[src/rtl/axil_mm_pkg.sv]
// Shared definitions for the AXI4-Lite to memory-mapped strobe bridge.
//   RESP_OKAY  : the only AXI response this bridge ever returns
//   w_state_e  : write-path FSM states
//   r_state_e  : read-path FSM states
package axil_mm_pkg;

  localparam logic [1:0] RESP_OKAY = 2'b00;

  typedef enum logic [1:0] {
    W_IDLE = 2'd0,
    W_EXEC = 2'd1,
    W_RESP = 2'd2
  } w_state_e;

  typedef enum logic [1:0] {
    R_IDLE = 2'd0,
    R_EXEC = 2'd1,
    R_RESP = 2'd2
  } r_state_e;

endpackage

[src/rtl/axil_mm_bridge.sv]
// AXI4-Lite slave that turns register accesses into single-cycle strobes
// for a register file.
//   aclk/aresetn         : clock, async active-low reset
//   s_axi_aw*/w*/b*      : AXI4-Lite write channels (one write outstanding)
//   s_axi_ar*/r*         : AXI4-Lite read channels (one read outstanding)
//   wr_addr/wr_dout/wr_be/wr_en : registered MM write strobe
//   rd_addr/rd_en        : registered MM read strobe
//   rd_din               : MM read data, combinational from rd_addr
// Write and read paths are independent FSMs and may run concurrently.
module axil_mm_bridge
  import axil_mm_pkg::*;
#(
  parameter int ADDR_W = 8,
  parameter int DATA_W = 32
) (
  input  logic                aclk,
  input  logic                aresetn,
  input  logic [ADDR_W-1:0]   s_axi_awaddr,
  input  logic                s_axi_awvalid,
  output logic                s_axi_awready,
  input  logic [DATA_W-1:0]   s_axi_wdata,
  input  logic [DATA_W/8-1:0] s_axi_wstrb,
  input  logic                s_axi_wvalid,
  output logic                s_axi_wready,
  output logic [1:0]          s_axi_bresp,
  output logic                s_axi_bvalid,
  input  logic                s_axi_bready,
  input  logic [ADDR_W-1:0]   s_axi_araddr,
  input  logic                s_axi_arvalid,
  output logic                s_axi_arready,
  output logic [DATA_W-1:0]   s_axi_rdata,
  output logic [1:0]          s_axi_rresp,
  output logic                s_axi_rvalid,
  input  logic                s_axi_rready,
  output logic [ADDR_W-1:0]   wr_addr,
  output logic [DATA_W-1:0]   wr_dout,
  output logic [DATA_W/8-1:0] wr_be,
  output logic                wr_en,
  output logic [ADDR_W-1:0]   rd_addr,
  output logic                rd_en,
  input  logic [DATA_W-1:0]   rd_din
);

  localparam int STRB_W = DATA_W / 8;

  // Keeps all readies low through reset and for the release edge itself.
  logic ready_en;

  always_ff @(posedge aclk or negedge aresetn) begin
    if (!aresetn) ready_en <= 1'b0;
    else          ready_en <= 1'b1;
  end

  // ---------------------------------------------------------------- write
  w_state_e            w_state, w_next;
  logic                aw_held, w_held;
  logic [ADDR_W-1:0]   awaddr_q;
  logic [DATA_W-1:0]   wdata_q;
  logic [STRB_W-1:0]   wstrb_q;
  logic                aw_hs, w_hs, b_hs, w_go;

  assign aw_hs = s_axi_awvalid & s_axi_awready;
  assign w_hs  = s_axi_wvalid  & s_axi_wready;
  assign b_hs  = s_axi_bvalid  & s_axi_bready;
  // Both halves present, counting a handshake landing on this edge.
  assign w_go  = (w_state == W_IDLE) & (aw_held | aw_hs) & (w_held | w_hs);

  always_ff @(posedge aclk or negedge aresetn) begin
    if (!aresetn) w_state <= W_IDLE;
    else          w_state <= w_next;
  end

  always_comb begin
    w_next        = w_state;
    s_axi_awready = 1'b0;
    s_axi_wready  = 1'b0;
    s_axi_bvalid  = 1'b0;
    unique case (w_state)
      W_IDLE: begin
        s_axi_awready = ready_en & ~aw_held;
        s_axi_wready  = ready_en & ~w_held;
        if (w_go) w_next = W_EXEC;
      end
      W_EXEC: w_next = W_RESP;
      W_RESP: begin
        s_axi_bvalid = 1'b1;
        if (s_axi_bready) w_next = W_IDLE;
      end
      default: w_next = W_IDLE;
    endcase
  end

  assign s_axi_bresp = RESP_OKAY;

  always_ff @(posedge aclk or negedge aresetn) begin
    if (!aresetn) begin
      aw_held  <= 1'b0;
      w_held   <= 1'b0;
      awaddr_q <= '0;
      wdata_q  <= '0;
      wstrb_q  <= '0;
      wr_en    <= 1'b0;
      wr_addr  <= '0;
      wr_dout  <= '0;
      wr_be    <= '0;
    end else begin
      if (aw_hs) begin
        aw_held  <= 1'b1;
        awaddr_q <= s_axi_awaddr;
      end
      if (w_hs) begin
        w_held  <= 1'b1;
        wdata_q <= s_axi_wdata;
        wstrb_q <= s_axi_wstrb;
      end
      if (b_hs) begin
        aw_held <= 1'b0;
        w_held  <= 1'b0;
      end
      wr_en <= w_go;
      // Bypass the holding registers when the last handshake is this edge.
      if (w_go) begin
        wr_addr <= aw_hs ? s_axi_awaddr : awaddr_q;
        wr_dout <= w_hs  ? s_axi_wdata  : wdata_q;
        wr_be   <= w_hs  ? s_axi_wstrb  : wstrb_q;
      end
    end
  end

  // ----------------------------------------------------------------- read
  r_state_e r_state, r_next;
  logic     ar_hs;

  assign ar_hs = s_axi_arvalid & s_axi_arready;

  always_ff @(posedge aclk or negedge aresetn) begin
    if (!aresetn) r_state <= R_IDLE;
    else          r_state <= r_next;
  end

  always_comb begin
    r_next        = r_state;
    s_axi_arready = 1'b0;
    s_axi_rvalid  = 1'b0;
    unique case (r_state)
      R_IDLE: begin
        s_axi_arready = ready_en;
        if (ar_hs) r_next = R_EXEC;
      end
      R_EXEC: r_next = R_RESP;
      R_RESP: begin
        s_axi_rvalid = 1'b1;
        if (s_axi_rready) r_next = R_IDLE;
      end
      default: r_next = R_IDLE;
    endcase
  end

  assign s_axi_rresp = RESP_OKAY;

  // rd_addr doubles as the latched AR address. rdata is captured at the end
  // of the rd_en cycle, so a same-cycle write to the same word is not seen.
  always_ff @(posedge aclk or negedge aresetn) begin
    if (!aresetn) begin
      rd_en       <= 1'b0;
      rd_addr     <= '0;
      s_axi_rdata <= '0;
    end else begin
      rd_en <= ar_hs;
      if (ar_hs)              rd_addr     <= s_axi_araddr;
      if (r_state == R_EXEC)  s_axi_rdata <= rd_din;
    end
  end

endmodule
[config.mk]
export PLATFORM = sky130hd
export DESIGN_NAME = axil_mm_bridge
export DESIGN_NICKNAME = d
export VERILOG_FILES = /design/src/rtl/axil_mm_pkg.sv /design/src/rtl/axil_mm_bridge.sv
export SDC_FILE = /design/constraint.sdc
export NUM_CORES = 1
export LEC_CHECK = 0
export CAP_MARGIN = 20
export CORE_AREA = 2 2 91 137
export CTS_CLUSTER_SIZE = 10
export DETAILED_ROUTE_END_ITERATION = 12
export DIE_AREA = 0 0 93 139
export PLACE_DENSITY = 0.84
export SLEW_MARGIN = 25
export SYNTH_ARGS = -nofsm -noshare
export SYNTH_HDL_FRONTEND = slang
export SYNTH_SLANG_ARGS = --single-unit
[constraint.sdc]
create_clock -name aclk -period 2.35 [get_ports aclk]
set_input_delay 0.3525 -clock aclk [delete_from_list [all_inputs] [get_ports aclk]]
set_output_delay 0.3525 -clock aclk [all_outputs]
set_load 0.02 [all_outputs]
==> impl_metrics.env <==
export IMPL_grt_antenna_before_repair=0
export IMPL_n_antenna_cell=0
export IMPL_portBuffers=181
export IMPL_crit_required_ns=2.00
export IMPL_track_usage_pct=22.3
export IMPL_placementRows=49
export IMPL_cts_htree_levels=4
export IMPL_timing_critical_path_slowest_cell_delay_ns=0.62
export IMPL_grt_first_pass_wirelength_um=22400
export IMPL_synth_ff_type="sky130_fd_sc_hd__dfrtp_1"
export IMPL_hold_worst_slack_ns=0.424
export IMPL_initial_core_util_pct=48.7
export IMPL_worst_slew_margin_rel_pct=61.0
export IMPL_worst_hold_path_type="in2async"
export IMPL_tritoncts_clock_tree="built"
export IMPL_arrival_ns=1.84
export IMPL_timing_critical_path_buf_inv=1
export IMPL_fill_cells=850
export IMPL_pre_cts_slack_ns=0.210
export IMPL_final_setup_violation_count=0
export IMPL_final_hold_viol_count=0
export IMPL_gr_usage_met3_pct=7.07
export IMPL_drt_pre_antenna_iters=4
export IMPL_worst_setup_path_end_kind="output port"
export IMPL_post_synth_cell_area_avg_um2=14.4
export IMPL_timing_final_max_slew_violations=0
export IMPL_critical_path_slowest_cell="sky130_fd_sc_hd__clkdlybuf4s50_1"
export IMPL_multi_input_combinational_cell_area_um2=2110
export IMPL_path_delay_family="buffers and inverters"
export IMPL_cts_buffers=17
export IMPL_fin_ws_ns=0.154
export IMPL_gp_routability_congestion=0.712
export IMPL_sequentialPowerShare_pct=35.4
export IMPL_drv_cap=0
export IMPL_unrepaired_setup_endpoints_after_global_routing="no"
export IMPL_route_antenna_remaining_nets=0
export IMPL_power_switching_share_pct=35.4
export IMPL_globalRouteMet2Util_pct=39.7
export IMPL_crit_path_launch_type="flop"
export IMPL_gr_max_usage_layer="met2"
export IMPL_timing_worst_slew_pin_value_ns=0.585
export IMPL_ys_ff_latch=137
export IMPL_postLayoutCellArea_um2=8240
export IMPL_die_area_um2=12900
export IMPL_total_length_of_routed_wires_um=13900
export IMPL_fin_crit_sh_pct=93.5
export IMPL_area_sequential_um2=3430
export IMPL_netlist_instances=397
export IMPL_power_density_nw_per_um2=1420
export IMPL_run_status="complete, no violations"
export IMPL_detailedPlacementHpwl_um=9490
export IMPL_deepest_clock_path_buffer_count=2
export IMPL_syn_area_um2=5730
export IMPL_via_count=4058
export IMPL_placement_cell_area_um2=7670
export IMPL_die_height_um=139
export IMPL_synth_seq_area_share_pct=59.8
export IMPL_postSynth_asyncResetShare_pct=100
export IMPL_die_x_um=93
export IMPL_cts_clk_slew_worst_paths_ns=0.06
export IMPL_globalRouteOverflowTotal=0
export IMPL_skew_ns=0.00619
export IMPL_via_per_inst=5.42
export IMPL_syn_to_final_growth_pct=43.7
export IMPL_detail_route_iter0_violations=103
export IMPL_grt_util_met1_pct=25.0
export IMPL_finished_layout_cells=749
export IMPL_synth_enable_flop_cells=0
export IMPL_clock_fmax_mhz=455
export IMPL_power_frac_comb_pct=44.2
export IMPL_clock_sinks=137
export IMPL_total_negative_slack_for_setup_checks_ns=0
export IMPL_drive_above_1_share_pct=29.0
export IMPL_yosys_warnings=0
export IMPL_total_switching_power_mw=4.13
export IMPL_crit_path_cell_trace="nor2_4 -> nand2_1 -> nor2_1 -> clkdlybuf4s50_1"
export IMPL_design_final_nets=674
export IMPL_grt_max_degree=69
export IMPL_detail_routed_net_length_per_standard_cell_um=18.6
export IMPL_clockRootBuffer="sky130_fd_sc_hd__clkbuf_16"
export IMPL_synthDistinctLibCells=28
export IMPL_design_core_area_um2=11800
export IMPL_ir_worst_vdd_mv=0.726
export IMPL_power_leakage_nw=3.40
export IMPL_finalWorstPathRequiredPeriod_ns=2.20
export IMPL_boundaryPins=186
export IMPL_number_of_global_route_vias_before_repair=4490
export IMPL_drc=0
export IMPL_placedCellCount=714
export IMPL_internal_power_mw=7.56
export IMPL_worstPathMaxFanout=5
export IMPL_class_of_the_most_critical_setup_path="reg2out"
export IMPL_clkLatencyLatePin_ns=0.40
export IMPL_clock_power_share_pct=20.5
==> cells in the final DEF, fill, tap and decap left out, types with 4 or more instances in the layout <==
| master | synthesis | final |
|---|---|---|
| sky130_fd_sc_hd__clkinv_4 | 0 | 4 |
| sky130_fd_sc_hd__a21oi_1 | 37 | 37 |
| sky130_fd_sc_hd__clkdlybuf4s50_1 | 0 | 179 |
| sky130_fd_sc_hd__dfrtp_1 | 137 | 137 |
| sky130_fd_sc_hd__nor2_1 | 4 | 4 |
| sky130_fd_sc_hd__clkbuf_16 | 0 | 17 |
| sky130_fd_sc_hd__o22ai_2 | 30 | 30 |
| sky130_fd_sc_hd__buf_4 | 11 | 9 |
| sky130_fd_sc_hd__o22ai_1 | 42 | 42 |
| sky130_fd_sc_hd__mux2_4 | 8 | 8 |
| sky130_fd_sc_hd__mux2_2 | 83 | 83 |
| sky130_fd_sc_hd__conb_1 | 2 | 5 |
| sky130_fd_sc_hd__clkinvlp_4 | 0 | 4 |
==> worst reg2reg max path, cell delays in order, from the launching register on <==
cell	delay [ns]
sky130_fd_sc_hd__dfrtp_1	0.48
sky130_fd_sc_hd__and4bb_2	0.31
sky130_fd_sc_hd__nand3_4	0.07
sky130_fd_sc_hd__buf_4	0.46
sky130_fd_sc_hd__o22ai_2	0.17
sky130_fd_sc_hd__a21oi_1	0.22
==> path summary, 6_finish.rpt <==
check	startpoint	end	cells past startpoint	slack (ns)
worst max-delay path	w_state[0]$_DFFE_PN0P_	s_axi_wready	4	0.15
worst min-delay path	aresetn	wr_dout[7]$_DFFE_PN0P_	2	0.42
worst max register to register	ready_en$_DFF_PN0_	wr_dout[3]$_DFFE_PN0P_	5	0.55
worst min register to register	awaddr_q[0]$_DFF_PN0_	awaddr_q[0]$_DFF_PN0_	1	0.50
max in group asynchronous	aresetn	w_held$_DFFE_PN0P_	3	1.17
min in group aclk	awaddr_q[0]$_DFF_PN0_	awaddr_q[0]$_DFF_PN0_	1	0.50
==> power by group through the flow <==
| stage | Clock, mW | Combinational [mW] | Sequential, mW |
|---|---|---|---|
| after CTS | 2.43 | 5.18 | 4.14 |
| after global routing | 2.54 | 5.50 | 4.27 |
| after floorplan | 0 | 2.40 | 4.79 |
| final | 2.39 | 5.16 | 4.13 |
| after detailed placement | 0 | 5.15 | 4.17 |
| after global placement | 0 | 5.00 | 4.08 |
==> sequential cells by signal (all words and copies together) (netlist names), 2 cells and up <==
signal,flops
wr_addr,8
awaddr_q,8
s_axi_rdata,32
rd_addr,8
wdata_q,32
wstrb_q,4
wr_dout,32
w_state,2
r_state,2
wr_be,4
==> through the flow <==
step,util [%],power [mW]
3_3_place_gp,65.1,9.08
5_1_grt,70.0,12.3
3_5_place_dp,65.1,9.32
4_1_cts,69.8,11.8
6_report,70.0,11.7
2_1_floorplan,-,7.19
==> kinds of logic (layout without fill, tap and decap cells) <==
logic type	after synthesis	after routing	share of synthesized area, %
other	2	5	0.131
AO/OA/AOI/OAI	112	112	14.7
AND/OR/NAND/NOR	20	20	2.97
multiplexers	93	93	18.8
flip-flops	137	137	59.8
buffers and inverters	33	229	3.54
==> per-layer routing <==
| metal | up-vias | part of all wire (%) | wire (um) |
|---|---|---|---|
| met5 | - | 0 | 0 |
| met4 | 0 | 1.0 | 145 |
| met3 | 12 | 5.9 | 826 |
| met1 | 2047 | 38 | 5280 |
| met2 | 146 | 55 | 7640 |
| li1 | 1853 | - | - |
==> layout make-up <==
type	count	area share, %
Clock buffer	19	5.38
Clock inverter	13	1.19
Inverter	3	0.137
Multi-Input combinational cell	230	25.6
Sequential cell	137	41.6
Tap cell	153	2.32
Timing Repair Buffer	194	23.7
==> what timing repair did <==
| action | 4_1_cts | 5_1_grt |
|---|---|---|
| endpoints found under the hold margin | 37 | 0 |
| hold buffers | 1 | 0 |
| endpoints found under the setup margin | 0 | 2 |
| setup buffers | 0 | 2 |
| gates resized for setup | 0 | 1 |
==> cells in the mapped netlist (3+ instances only) <==
library cell	count	share of area (%)
sky130_fd_sc_hd__buf_6	3	0.59
sky130_fd_sc_hd__buf_2	12	1.0
sky130_fd_sc_hd__a21oi_1	37	3.2
sky130_fd_sc_hd__buf_4	11	1.4
sky130_fd_sc_hd__and2_1	3	0.33
sky130_fd_sc_hd__o22ai_2	30	6.6
sky130_fd_sc_hd__mux2_4	8	2.1
sky130_fd_sc_hd__clkbuf_1	4	0.26
sky130_fd_sc_hd__mux2_2	83	16
sky130_fd_sc_hd__dfrtp_1	137	60
sky130_fd_sc_hd__o22ai_1	42	4.6
sky130_fd_sc_hd__nor2_1	4	0.26
sky130_fd_sc_hd__nor2b_1	3	0.33
No activity file was read; power rests on OpenSTA's default activity.
